==> src/rtl/code_tx_pkg.sv <==
// Shared definitions for the code-word UART transmitter: FSM states, ASCII
// trailer constants and the clocks-per-bit calculation.
package code_tx_pkg;

    typedef enum logic [2:0] {
        ST_IDLE,
        ST_SCAN,
        ST_START,
        ST_DATA,
        ST_STOP,
        ST_DONE
    } tx_state_e;

    localparam logic [7:0] ASCII_CR = 8'h0D;
    localparam logic [7:0] ASCII_LF = 8'h0A;

    function automatic int calc_div(input int clk_hz, input int baud);
        return clk_hz / baud;
    endfunction

endpackage

==> src/rtl/code_uart_tx_baud_tick_gen.sv <==
// Baud counter: counts 0..DIV-1 and flags the last cycle of every bit period.
// clr restarts the count so the next cycle is count 0.
module baud_tick_gen
    import code_tx_pkg::*;
#(
    parameter int CLK_HZ = 100_000_000,
    parameter int BAUD   = 9600
) (
    input  logic msclk,
    input  logic rst,
    input  logic clr,
    output logic tick
);

    localparam int DIV = calc_div(CLK_HZ, BAUD);
    localparam int CW  = (DIV > 1) ? $clog2(DIV) : 1;
    localparam logic [CW-1:0] CNT_LAST = CW'(DIV - 1);

    logic [CW-1:0] cnt_q, cnt_d;

    always_comb begin
        cnt_d = cnt_q + 1'b1;
        if (clr || cnt_q == CNT_LAST) begin
            cnt_d = '0;
        end
    end

    always_ff @(posedge msclk) begin
        if (rst) begin
            cnt_q <= '0;
        end else begin
            cnt_q <= cnt_d;
        end
    end

    assign tick = (cnt_q == CNT_LAST);

endmodule

==> src/rtl/code_uart_tx.sv <==
// Latches a code word on flag and sends its non-zero bytes MSB-first as 8N1 frames.
// Optional CR/LF trailer frames when CODE_TX_CRLF_EN is defined.
module code_uart_tx
    import code_tx_pkg::*;
#(
    parameter int CLK_HZ = 100_000_000,
    parameter int BAUD   = 9600,
    parameter int NBYTES = 10
) (
    input  logic                  msclk,
    input  logic                  rst,
    input  logic [8*NBYTES-1:0]   code_word,
    input  logic                  flag,
    output logic                  tx,
    output logic                  busy,
    output logic                  done,
    output logic                  overrun
);

    localparam int IW = $clog2(NBYTES + 1);
    localparam logic [IW-1:0] IDX_END  = IW'(NBYTES);
    localparam logic [IW-1:0] IDX_LAST = IW'(NBYTES - 1);

    tx_state_e             state_q, state_d;
    logic [IW-1:0]         idx_q, idx_d;
    logic [8*NBYTES-1:0]   buf_q, buf_d;
    logic [7:0]            shift_q, shift_d;
    logic [2:0]            bit_q, bit_d;
    logic                  ovr_q, ovr_d;
    logic [7:0]            cur_byte;
    logic                  clr;
    logic                  tick;
`ifdef CODE_TX_CRLF_EN
    logic [1:0]            trl_q, trl_d;
`endif

    baud_tick_gen #(
        .CLK_HZ (CLK_HZ),
        .BAUD   (BAUD)
    ) u_baud (
        .msclk (msclk),
        .rst   (rst),
        .clr   (clr),
        .tick  (tick)
    );

    // Reads as zero once idx reaches NBYTES, which routes SCAN to the end-of-word path.
    always_comb begin
        cur_byte = '0;
        for (int unsigned i = 0; i < NBYTES; i++) begin
            if (idx_q == IW'(i)) begin
                cur_byte = buf_q[8*(NBYTES-1-i) +: 8];
            end
        end
    end

    always_comb begin
        state_d = state_q;
        idx_d   = idx_q;
        buf_d   = buf_q;
        shift_d = shift_q;
        bit_d   = bit_q;
        ovr_d   = ovr_q;
        clr     = 1'b0;
`ifdef CODE_TX_CRLF_EN
        trl_d   = trl_q;
`endif
        if (flag && state_q != ST_IDLE) begin
            ovr_d = 1'b1;
        end
        case (state_q)
            ST_IDLE: begin
                if (flag) begin
                    buf_d   = code_word;
                    idx_d   = '0;
                    state_d = ST_SCAN;
`ifdef CODE_TX_CRLF_EN
                    trl_d   = '0;
`endif
                end
            end
            ST_SCAN: begin
                if (cur_byte != 8'h00) begin
                    shift_d = cur_byte;
                    clr     = 1'b1;
                    state_d = ST_START;
                end else begin
                    if (idx_q != IDX_END) begin
                        idx_d = idx_q + 1'b1;
                    end
                    // A zero last byte ends the word in this same SCAN cycle.
                    if (idx_q == IDX_END || idx_q == IDX_LAST) begin
`ifdef CODE_TX_CRLF_EN
                        if (trl_q != 2'd2) begin
                            shift_d = (trl_q == 2'd0) ? ASCII_CR : ASCII_LF;
                            trl_d   = trl_q + 2'd1;
                            clr     = 1'b1;
                            state_d = ST_START;
                        end else begin
                            state_d = ST_DONE;
                        end
`else
                        state_d = ST_DONE;
`endif
                    end
                end
            end
            ST_START: begin
                if (tick) begin
                    bit_d   = '0;
                    state_d = ST_DATA;
                end
            end
            ST_DATA: begin
                if (tick) begin
                    shift_d = {1'b0, shift_q[7:1]};
                    bit_d   = bit_q + 3'd1;
                    if (bit_q == 3'd7) begin
                        state_d = ST_STOP;
                    end
                end
            end
            ST_STOP: begin
                if (tick) begin
                    if (idx_q != IDX_END) begin
                        idx_d = idx_q + 1'b1;
                    end
                    state_d = ST_SCAN;
                end
            end
            ST_DONE: begin
                state_d = ST_IDLE;
            end
            default: begin
                state_d = ST_IDLE;
            end
        endcase
    end

    always_ff @(posedge msclk) begin
        if (rst) begin
            state_q <= ST_IDLE;
            idx_q   <= '0;
            buf_q   <= '0;
            shift_q <= '0;
            bit_q   <= '0;
            ovr_q   <= 1'b0;
`ifdef CODE_TX_CRLF_EN
            trl_q   <= '0;
`endif
        end else begin
            state_q <= state_d;
            idx_q   <= idx_d;
            buf_q   <= buf_d;
            shift_q <= shift_d;
            bit_q   <= bit_d;
            ovr_q   <= ovr_d;
`ifdef CODE_TX_CRLF_EN
            trl_q   <= trl_d;
`endif
        end
    end

    assign tx      = !(state_q == ST_START || (state_q == ST_DATA && !shift_q[0]));
    assign busy    = (state_q != ST_IDLE) && (state_q != ST_DONE);
    assign done    = (state_q == ST_DONE);
    assign overrun = ovr_q;

endmodule

==> config.mk <==
export PLATFORM = sky130hd
export DESIGN_NAME = code_uart_tx
export DESIGN_NICKNAME = d
export VERILOG_FILES = /design/src/rtl/code_tx_pkg.sv /design/src/rtl/code_uart_tx_baud_tick_gen.sv /design/src/rtl/code_uart_tx.sv
export SDC_FILE = /design/constraint.sdc
export NUM_CORES = 1
export LEC_CHECK = 0
export ABC_AREA = 1
export BUFFER_PORTS_ARGS = -buffer_cell sky130_fd_sc_hd__buf_2
export CAP_MARGIN = 25
export CELL_PAD_IN_SITES_DETAIL_PLACEMENT = 1
export CELL_PAD_IN_SITES_GLOBAL_PLACEMENT = 1
export CORE_MARGIN = 3
export CORE_UTILIZATION = 43
export DETAILED_ROUTE_END_ITERATION = 6
export PLACE_DENSITY = 0.95
export SETUP_SLACK_MARGIN = 0.1
export SYNTH_ARGS = -nofsm -noshare
export SYNTH_HDL_FRONTEND = slang
export SYNTH_SLANG_ARGS = --single-unit
==> constraint.sdc <==
create_clock -name msclk -period 4.86 [get_ports msclk]
set_input_delay 0.729 -clock msclk [delete_from_list [all_inputs] [get_ports msclk]]
set_output_delay 0.729 -clock msclk [all_outputs]
set_load 0.03 [all_outputs]
==> impl_results.md <==
* Status: completed
* RSZ-0062 raised after global routing: false
* Total core area at 12,300 um^2
* Post-CTS sizing at 0
* Number of port buffers at 86
* Pre-antenna DRT Iters at 5
* P_int at between 2 and 2.5 mW
* Diode count at 0
* Setup crit end kind: register
* Syn. warnings at 0
* Remaining DRCs at 0
* Net Sw Power at between 1.5 and 2 mW
* Clk_skew at 0.0114 ns
* Worst setup path class: register to register
* Fin area at 6660 um^2
* Sw frac at 0.394
* Worst Hold Class: register to register
* Crit path time final at 3.34 ns
* Reg power frac at 0.324
* Placed Instances at between 1,000 and 1,500
* Final core utilization at 0.541
* Flops & latches, synth at 113
* Io pins at 87
* CTS clock-pin slew for the worst setup and hold paths at 0.06 ns
* Die ar. at between 10,000 and 15,000 um^2
* Number of synthesized flops with an enable pin at 0
* Hold-fix buffers, CTS at 0
* Placed wire-length estimate at 11,800 um
* CTS Root Cell: clkbuf_16
* Row Count at 40
* First-pass GRT wire length at 29,100 um
* Average size of a mapped cell at approximately 6.7 um^2
* Die Wd at approximately 120 um
* DR vias at 5,694
* Slew Limit Fails at 0
* TritonCTS Buffers at 17
* Pin slew with the least headroom to its limit at 0.867 ns
* Gate power share at 0.356
* Initial Utilization at 0.453
* Post-CTS Setup Repair Bufs at 0
* Register area at 2260 um^2
* Post-Syn Nets at between 900 and 1,000
* CP Max Fanout at 24
* Placed cell area at 6050 um^2
* Endpoints failing setup at 0
* Fraction of registers with async set/reset at 0
* Initial antenna violation count at 0
* TritonCTS clock tree: done
* CTS sink count at 113
* WHS at roughly 0.44 ns
* CP arrival at 3.67 ns
* Share of layout cells above drive strength 1 at 0.152
* Clk pwr share at 0.321
* Largest net degree at the start of global routing at 66
* GPL Wtd Cong at 0.913
* Main synth FF type: dfxtp_1
* Mapped Cells at 836
* Htree depth at 4
* Max Fclk at 300 MHz
* Setup WS post-layout at 1.52 ns
* Setup crit start kind: register
* Worst slew margin at 0.422
* Yosys cell types at 33
* Static leakage at 2.85 nW
* Routed Antenna Nets at 0
* WP data required at 5.20 ns
* Total of fill cells in the finished design at 1,664
* Power per cell area at 597 nW/um^2
* Avg WL per Cell at between 15 and 20 um
* VDD IR max at 0.266 mV
* Vias per Instance at between 5 and 6
* TNS Setup at 0 ns
* Drt first-iter violations at 399
* Layout Nets at 993
* Power, Total at ~4.0 mW
* Tcrit/Tclk final at 0.687
* Final Instance Count excl. Fillers at 1,084
* Worst-Skew Late Latency at 0.43 ns
* Multi-input logic area at between 2000 and 3000 um^2
* Max-Cap Viols at 0
* GRT overflow at 0
* GRT Util Overall at 0.255
* Post-synthesis cell area at 5570 um^2
* Post-place setup slack at 1.63 ns
* Die height at ~120 um
* Vias in the first global route at 6,058
* Routed WL at 17,700 um
* Sequential-to-total area share from yosys stat at 0.406
* P&R area growth vs syn at 19.5%
* Final hold viol count at 0
* Largest buffer count on any clock path at 2
[cell type report]
cell class,instances,area share
clock buffers,23,0.0703
clock inverters,9,0.0197
inverters,118,0.0665
multi-input cells,562,0.402
flip-flops and latches,113,0.340
well taps,168,0.0316
repair buffers,91,0.0703
[metal layers]
layer,global-route usage,routed length [um],vias up
met5,0,0,-
met2,0.446,8830,170
met4,0.123,550,0
met1,0.295,7420,2651
met3,0.0566,879,49
li1,-,-,2824
[critical path, cell delays in order, from the launching register on]
cell and delay, ns:
dfxtp_1 0.43, nor2_4 0.47, nand2_2 0.25, o21ai_1 0.28
inv_1 0.10, nand2_1 0.06, nand3_1 0.09, nand2_1 0.08
nand2_1 0.06, nand2_1 0.06, nand2_1 0.11, nand2_1 0.13
nand2_1 0.07, nor2_1 0.11, nand2_1 0.07, nor2_2 0.16
inv_2 0.07, nand2_4 0.11, nand3_2 0.30, nor3_1 0.23
[power by group through the flow]
stage          clock (mW)  combinational (mW)  sequential [mW]
3_5_place_dp            0                1.36             1.29
2_1_floorplan           0                1.04             1.26
3_3_place_gp            0                1.30             1.28
6_report             1.28                1.41             1.29
5_1_grt              1.33                1.60             1.31
4_1_cts              1.29                1.40             1.29
[worst paths after layout]
path,slack [ns],end,cells after the start,from
setup / recovery,1.52,u_baud.cnt_q[10]$_SDFF_PP0_,19,idx_q[2]$_SDFFE_PP0P_
hold / removal,0.44,u_baud.cnt_q[0]$_SDFF_PP0_,1,u_baud.cnt_q[0]$_SDFF_PP0_
setup reg to reg,1.52,u_baud.cnt_q[10]$_SDFF_PP0_,19,idx_q[2]$_SDFFE_PP0P_
hold reg to reg,0.44,u_baud.cnt_q[0]$_SDFF_PP0_,1,u_baud.cnt_q[0]$_SDFF_PP0_
[state kept, by name, summed over array words and instances, names as in the netlist]
register      flops
bit_q             3
buf_q            80
idx_q             4
overrun           1
shift_q           8
state_q           3
u_baud.cnt_q     14
[cells by family (layout without fill, tap and decap cells)]
logic type,count (synthesis),in the layout,share of synthesized area
AND/OR/NAND/NOR,361,361,0.282
AO/OA/AOI/OAI,190,190,0.175
buffers and inverters,161,241,0.115
flip-flops,113,113,0.406
adder cells (fa/ha/maj),7,7,0.0157
XOR/XNOR,4,4,0.00629
[placed cells by master (no fill, tap or decap)]
| cell type | instances |
|---|---|
| clkinv_4 | 1 |
| xnor2_1 | 1 |
| o21ai_1 | 3 |
| o32ai_1 | 1 |
| nor3_4 | 1 |
| o22ai_1 | 1 |
| nand3b_1 | 2 |
| nand2_2 | 2 |
| or3_1 | 1 |
| dfxtp_1 | 113 |
| o21ai_0 | 62 |
| nor2_4 | 2 |
| a21oi_1 | 117 |
| nand4_1 | 4 |
| clkbuf_16 | 17 |
| nand2_1 | 175 |
| ha_1 | 7 |
| clkinv_2 | 2 |
| nor4_1 | 4 |
| inv_2 | 3 |
| nor3_1 | 9 |
| nand3_1 | 86 |
| nor2_2 | 3 |
| clkbuf_8 | 2 |
| nand3_2 | 2 |
| nand2_4 | 3 |
| nor2_1 | 67 |
| inv_1 | 115 |
| buf_4 | 5 |
| xor2_1 | 3 |
| bufinv_16 | 3 |
| clkinvlp_4 | 3 |
| a21oi_2 | 4 |
| o211ai_1 | 1 |
| buf_2 | 86 |
| a31oi_1 | 1 |
| clkbuf_1 | 4 |
[Yosys cell counts (3+ instances only)]
cell type / n / area, um^2
nand2_1: 176 / 661
nand3_1: 86 / 430
dfxtp_1: 113 / 2260
nand4_1: 4 / 25.0
nor4_1: 4 / 25.0
ha_1: 7 / 87.6
a21oi_2: 4 / 35.0
inv_1: 115 / 432
o21ai_0: 62 / 310
o21ai_1: 3 / 15.0
inv_2: 3 / 11.3
clkbuf_1: 32 / 120
buf_6: 3 / 33.8
xor2_1: 3 / 26.3
nor2_1: 68 / 255
buf_2: 4 / 20.0
buf_4: 3 / 22.5
a21oi_1: 117 / 586
nor3_1: 9 / 45.0
(Power assumes the default switching activity.)
